[src/rtl/decoder_nota_sustentado.sv]
// Registered note decoder with per-note sustain counters (polyphonic by default).
// Define NOTA_MONO_EN for monophonic, last-note-priority behaviour.
module decoder_nota_sustentado #(
    parameter int NUM_NOTES   = 12,
    parameter int IDX_W       = 4,
    parameter int HOLD_CYCLES = 1000,
    parameter int CNT_W       = 16
) (
    input  logic                               clock,
    input  logic                               reset,
    input  logic                               enable,
    input  logic [IDX_W-1:0]                   valor,
    input  logic                               valor_valid,
    input  logic                               soltar,
    output logic [NUM_NOTES-1:0]               nota,
    output logic                               ativo,
    output logic [$clog2(NUM_NOTES+1)-1:0]     n_ativas,
    output logic                               erro
);

    localparam int NW = $clog2(NUM_NOTES + 1);

    logic [CNT_W-1:0]     r_cnt     [NUM_NOTES];
    logic [CNT_W-1:0]     w_cntNext [NUM_NOTES];
    logic [NUM_NOTES-1:0] w_notaNext;
    logic [NW-1:0]        w_count;
    logic                 w_legal;
    logic                 w_outOfRange;

    // Release/disable clears first, then a legal strobe loads its counter.
    always_comb begin
        w_legal      = valor_valid && enable && (32'(valor) < 32'(NUM_NOTES));
        w_outOfRange = valor_valid && enable && (32'(valor) >= 32'(NUM_NOTES));
        w_notaNext   = '0;
        w_count      = '0;
        for (int i = 0; i < NUM_NOTES; i++) begin
            w_cntNext[i] = '0;
            if (enable && !soltar && (r_cnt[i] != '0)) begin
                w_cntNext[i] = r_cnt[i] - CNT_W'(1);
            end
`ifdef NOTA_MONO_EN
            if (w_legal) begin
                w_cntNext[i] = '0;
            end
`endif
            if (w_legal && (32'(valor) == 32'(i))) begin
                w_cntNext[i] = CNT_W'(HOLD_CYCLES);
            end
            w_notaNext[i] = (w_cntNext[i] != '0);
            w_count       = w_count + NW'(w_notaNext[i]);
        end
    end

    always_ff @(posedge clock or negedge reset) begin
        if (!reset) begin
            for (int i = 0; i < NUM_NOTES; i++) begin
                r_cnt[i] <= '0;
            end
            nota     <= '0;
            ativo    <= 1'b0;
            n_ativas <= '0;
            erro     <= 1'b0;
        end else begin
            for (int i = 0; i < NUM_NOTES; i++) begin
                r_cnt[i] <= w_cntNext[i];
            end
            nota     <= w_notaNext;
            ativo    <= |w_notaNext;
            n_ativas <= w_count;
            erro     <= w_outOfRange;
        end
    end

endmodule

[config.mk]
export PLATFORM = sky130hd
export DESIGN_NAME = decoder_nota_sustentado
export DESIGN_NICKNAME = d
export VERILOG_FILES = /design/src/rtl/decoder_nota_sustentado.sv
export SDC_FILE = /design/constraint.sdc
export NUM_CORES = 1
export LEC_CHECK = 0
export ABC_AREA = 1
export CAP_MARGIN = 20
export CORE_MARGIN = 4
export CORE_UTILIZATION = 46
export CTS_CLUSTER_DIAMETER = 60
export DETAILED_ROUTE_END_ITERATION = 10
export SYNTH_ARGS = -nofsm -noshare
export SYNTH_HDL_FRONTEND = slang
export SYNTH_SLANG_ARGS = --single-unit
[constraint.sdc]
create_clock -name clock -period 6.1 [get_ports clock]
set_clock_uncertainty 0.2 [all_clocks]
set_input_delay 1.525 -clock clock [delete_from_list [all_inputs] [get_ports clock]]
set_output_delay 1.525 -clock clock [all_outputs]
set_load 0.03 [all_outputs]
# Word level (Yosys, flattened, before mapping)
# Cells that the tools add are included.
# totals
reg_bits	210
in_bits	9
output_inout_bits	18
word_cells	131
# op_classes
add_sub_neg	23
n_lt_le_gt_ge	2
eq_ne	11
n_mux	24
reduce_logical	55
# op_table
op	n
$mux 16	24
$reduce_bool 16->1	24
$sub 16x1->16 const B	12
$add 4x1->4	8
$logic_and 1x1->1	28
$eq 4x3->1 const B	4
$eq 4x4->1 const B	4
$reduce_or 12->1	1
$eq 4x2->1 const B	2
$add 3x1->4	1
$eq 4x1->1 const B	1
$ge 4x4->1 const B	1
$logic_not 4->1	1
$lt 4x4->1 const B	1
$add 2x1->3	1
$add 1x1->2	1
$logic_not 1->1	1

# Longest topological paths before layout
# depth
word_depth	17
depth_mapped	25
ltp_nobuf	25

# Worst setup path after synthesis
# OpenSTA, ideal clock, no wires.
# synth_path
kind	in2reg
from	in enable
to	reg n_ativas[2]
setup_time_ns	0.123
arrival_ns	5.438
required_time_ns	5.777
path_slack_ns	0.340
path_stages	22
path_buffers	1
path_cell_list	inv_1 -> nor2_8 -> buf_6 -> nand2_1 -> nor2_4 -> inv_2 -> or2_2 -> nand2_1 -> nor2_1 -> nand3_1 -> inv_1 -> fa_1 -> inv_1 -> fa_1 -> fa_1 -> inv_1 -> fa_1 -> inv_1 -> ha_1 -> inv_1 -> fa_1 -> xnor2_1
# synth_between
elab_chain_cells	16
word_cells_on_any_way	74
classes_between	11 x add/sub; 24 x mux; 39 x reduce/logical
# synth_rtl
item	line	text
start: declaration	11	input logic enable,
$logic_and 1x1->1, on equally long branches (2 in a row)	38, 32	
$mux 16 / $logic_and 1x1->1 (equally long branches)	38, 46	
$mux 16 (*)	46	if (w_legal && (32'(valor) == 32'(i))) begin
$reduce_bool 16->1 (*)	49	w_notaNext[i] = (w_cntNext[i] != '0);
net w_notaNext[1]	25	logic [NUM_NOTES-1:0] w_notaNext;
$add 1x1->2 (*)	50	w_count = w_count + NW'(w_notaNext[i]);
$add 2x1->3 (*)	50	
$add 3x1->4 (*)	50	
$add 4x1->4 (*) (8 in a row)	50	
net w_count[2]	26	logic [NW-1:0] w_count;
end signal: assignment	69	n_ativas <= w_count;
end: declaration	17	output logic [$clog2(NUM_NOTES+1)-1:0] n_ativas,
# Mark *: on every way through the listed nets, which the timed path passes. The rest lies on a longest branch.

==> load_flow_metrics.sql <==
INSERT INTO impl_metrics (metric_group, metric, value, unit) VALUES
('worst_setup_path', 'critical_path.max_fanout', '6', ''),
('synthesis', 'synth.largest_area_cell', 'sky130_fd_sc_hd__dfrtp_1', ''),
('clock_network', 'cts_tree', 'built', ''),
('floorplanning', 'die-area', '31000', 'um^2'),
('final_layout', 'final_core_util', '0.567', ''),
('worst_setup_path', 'cp_data_required_time', '6.33', 'ns'),
('worst_setup_path', 'timing.critical_path.to_type', 'register', ''),
('final_layout', 'area_delta_synth_final', '21.6', '%'),
('timing', 'max_slew.worst_pin.slew', '0.901', 'ns'),
('global_route', 'grt_antenna_before_repair', '0', ''),
('worst_setup_path', 'worst_ep_arrival_time', '6.08', 'ns'),
('route', 'avgViaCountPerCell', '4.67', ''),
('route', 'routed_wire_length', '30.0', 'mm'),
('final_layout', 'nFillCells', '2687', ''),
('final_layout', 'layout_cells_sized_above_1', '0.133', ''),
('floorplanning', 'chipHeight', '176', 'um'),
('global_route', 'groute.usage.overall', '0.198', ''),
('synthesis', 'ys_ff_latch', '210', ''),
('global_route', 'grt_start_max_net_pins', '120', ''),
('synthesis', 'yosys.area.top_type_share', '0.404', ''),
('floorplanning', 'core.rowCount', '61', ''),
('floorplanning', 'placeableCoreArea', '27900', 'um^2'),
('route', 'dr_total_vias', '11600', ''),
('route', 'drt_iter0_drc', '666', ''),
('clock_network', 'tritoncts.num_buffers', '30', ''),
('timing', 'setup-violations-final', '0', ''),
('final_layout', 'insertedDiodeCount', '0', ''),
('synthesis', 'yosysSeqAreaShare', '0.404', ''),
('synthesis', 'yosysWarnings', '0', ''),
('place', 'portBuffers', '26', ''),
('worst_setup_path', 'worstSetupStartpointType', 'primary input', ''),
('synthesis', 'synth_cell_type_count', '35', ''),
('final_layout', 'final_net_count', '2129', ''),
('floorplanning', 'fp.dieW', '176', 'um'),
('timing', 'timing.fmax', '171', 'MHz'),
('synthesis', 'synthesis.area', '13000', 'um^2'),
('global_route', 'grt-ovfl-total', '0', ''),
('floorplanning', 'io-pin-count', '27', ''),
('synthesis', 'post_synth_most_frequent_cells', 'sky130_fd_sc_hd__nand2_1, sky130_fd_sc_hd__nor2_1, sky130_fd_sc_hd__inv_1', ''),
('hold_path', 'worstHoldPathType', 'register to register', ''),
('synthesis', 'syn-mean-instance-area', '6.85', 'um^2'),
('job', 'maxCapViolCount', '0', ''),
('synthesis', 'synthesis.nets', '1938', ''),
('synthesis', 'synthFlopType', 'sky130_fd_sc_hd__dfrtp_1', ''),
('synthesis', 'number_of_enable_flip_flop_cells_after_synthesis', '0', ''),
('route', 'wl_per_cell', '12.0', 'um'),
('run_status', 'run_status', 'completed', ''),
('synthesis', 'most_frequent_cell_after_synthesis', 'sky130_fd_sc_hd__nand2_1', ''),
('clock_network', 'cts_max_path_buffers', '3', ''),
('place', 'detailed_place_hpwl', '22.5', 'mm'),
('route', 'detailedRoute.firstPassIterationCount', '5', ''),
('timing', 'rsz_0062_raised_after_global_routing', 'false', ''),
('synthesis', 'post_synth_main_area_contributors', 'sky130_fd_sc_hd__dfrtp_1, sky130_fd_sc_hd__nand2_1, sky130_fd_sc_hd__nor2_1', ''),
('synthesis', 'synthCells', '1898', ''),
('clock_network', 'clock_insertion_delay_worst_skew', '0.55', 'ns'),
('global_route', 'grt_first_pass_wirelength', '52.0', 'mm'),
('timing', 'hold_viol_final', '0', ''),
('timing', 'period_needed', '5.86', 'ns'),
('synthesis', 'synth-async-reset-ratio', '1.00', ''),
('worst_setup_path', 'setup.reg_to_reg.worst_slack', '1.00', 'ns'),
('timing', 'slew_hr', '0.399', ''),
('clock_network', 'h-tree-depth', '1', ''),
('clock_network', 'cell_at_the_root_of_the_clock_tree', 'sky130_fd_sc_hd__clkbuf_16', ''),
('clock_network', 'cts_sinks', '210', ''),
('clock_network', 'post_cts_hold_buffer_count', '0', ''),
('timing', 'layout_worst_path_cycle_share', '0.960', ''),
('floorplanning', 'initial_core_util', '0.467', ''),
('route', 'drc', '0', ''),
('global_route', 'grt_pass1_vias', '11300', ''),
('route', 'detail-route-antenna-nets', '0', ''),
('timing', 'final-max-slew-violation-count', '0', ''),
('worst_setup_path', 'worstSetupPathType', 'primary input to register', ''),
('clock_network', 'worst_setup_hold_path_clk_slew', '0.05', 'ns'),
('place', 'gp_congestion', '0.893', '');
-- path summary, 6_finish.rpt --
kind,from,to,cells after the start
worst max-delay path,enable,n_ativas[2],24
worst min-delay path,r_cnt[0],r_cnt[0],1
worst max register to register,r_cnt[160],n_ativas[2],26
worst min register to register,r_cnt[0],r_cnt[0],1
max in group asynchronous,reset,r_cnt[6],2
min in group asynchronous,reset,r_cnt[93],1
-- through the flow --
stage	setup TNS (ns)	instances	area, um^2	hold WS, ns	setup WS [ns]
2_1_floorplan	0	1898	13000	0.214	0.340
3_3_place_gp	-0.836	2435	14700	0.234	-0.341
3_5_place_dp	-1.10	2435	14700	0.240	-0.427
4_1_cts	0	2489	15800	0.247	0.128
5_1_grt	0	2489	15800	0.272	0.0127
6_report	0	2489	15800	0.246	0.245
-- logic make-up after synthesis --
kind of cell    share of synthesized area
compound gates                     0.0240
xor+xnor                           0.0505
fa+ha+maj                          0.0339
buf+inv                            0.0992
flops                               0.404
simple gates                        0.388
-- flip-flops by register name (all words and copies together), names as in the netlist --
register,count
n_ativas,4
nota,12
erro,1
r_cnt,192
ativo,1
-- routing by layer --
metal	track usage	up-vias	share of wire
met2	0.336	155	0.47
met5	0	-	0
met3	0.0244	43	0.032
li1	-	6163	-
met1	0.272	5270	0.48
met4	0.0465	0	0.020
-- cell usage in the layout, fill, tap and decap left out, types with 5 or more instances in the layout --
cell type                           n
sky130_fd_sc_hd__nand3_1          162
sky130_fd_sc_hd__nand3b_1           7
sky130_fd_sc_hd__nor2_2            37
sky130_fd_sc_hd__clkdlybuf4s50_1   23
sky130_fd_sc_hd__nand4_1           22
sky130_fd_sc_hd__nor2_4             8
sky130_fd_sc_hd__buf_4            139
sky130_fd_sc_hd__o21ai_0           20
sky130_fd_sc_hd__dfrtp_1          210
sky130_fd_sc_hd__clkbuf_16         31
sky130_fd_sc_hd__inv_2             17
sky130_fd_sc_hd__fa_1               7
sky130_fd_sc_hd__ha_1              24
sky130_fd_sc_hd__a21oi_1           24
sky130_fd_sc_hd__or2_2              7
sky130_fd_sc_hd__xor2_1            50
sky130_fd_sc_hd__nand3_2            5
sky130_fd_sc_hd__inv_1            312
sky130_fd_sc_hd__o21bai_1           6
sky130_fd_sc_hd__nor3_1            19
sky130_fd_sc_hd__xnor2_1           25
sky130_fd_sc_hd__nor2_1           348
sky130_fd_sc_hd__nand2_1          553
sky130_fd_sc_hd__nand2_2            9
sky130_fd_sc_hd__clkbuf_1           8
-- layout make-up --
| class | instances | area, um^2 | share of cell area |
|---|---|---|---|
| timing repair buffer | 166 | 1330 | 0.0844 |
| clock buffer | 43 | 861 | 0.0545 |
| multi-input combinational | 1351 | 6490 | 0.410 |
| tap | 378 | 473 | 0.0299 |
| inverter | 330 | 1240 | 0.0786 |
| sequential | 210 | 5260 | 0.332 |
| clock inverter | 11 | 154 | 0.00974 |
-- what timing repair did --
| item | CTS | global route |
|---|---|---|
| buffers inserted | 0 | 0 |
| setup endpoints to repair | 0 | 2 |
| resized for setup | 0 | 12 |
-- critical path, cell delays in order --
cell and delay [ns]:
sky130_fd_sc_hd__clkdlybuf4s50_1 0.49, sky130_fd_sc_hd__inv_1 0.10, sky130_fd_sc_hd__nor2_8 0.18, sky130_fd_sc_hd__buf_4 0.17, sky130_fd_sc_hd__nand2_1 0.06, sky130_fd_sc_hd__inv_1 0.12
sky130_fd_sc_hd__nand2_4 0.09, sky130_fd_sc_hd__inv_2 0.10, sky130_fd_sc_hd__nand2_1 0.05, sky130_fd_sc_hd__nor2_1 0.13, sky130_fd_sc_hd__nor2_1 0.05, sky130_fd_sc_hd__nand3b_1 0.10
sky130_fd_sc_hd__nor2_2 0.07, sky130_fd_sc_hd__fa_1 0.53, sky130_fd_sc_hd__inv_1 0.05, sky130_fd_sc_hd__fa_1 0.46, sky130_fd_sc_hd__fa_1 0.52, sky130_fd_sc_hd__inv_1 0.06
sky130_fd_sc_hd__fa_1 0.45, sky130_fd_sc_hd__inv_1 0.07, sky130_fd_sc_hd__ha_1 0.16, sky130_fd_sc_hd__inv_1 0.06, sky130_fd_sc_hd__fa_1 0.37, sky130_fd_sc_hd__xnor2_1 0.13
Power is not shown: default switching activity piles up to over one toggle a cycle in this logic, so the estimate is an artifact.
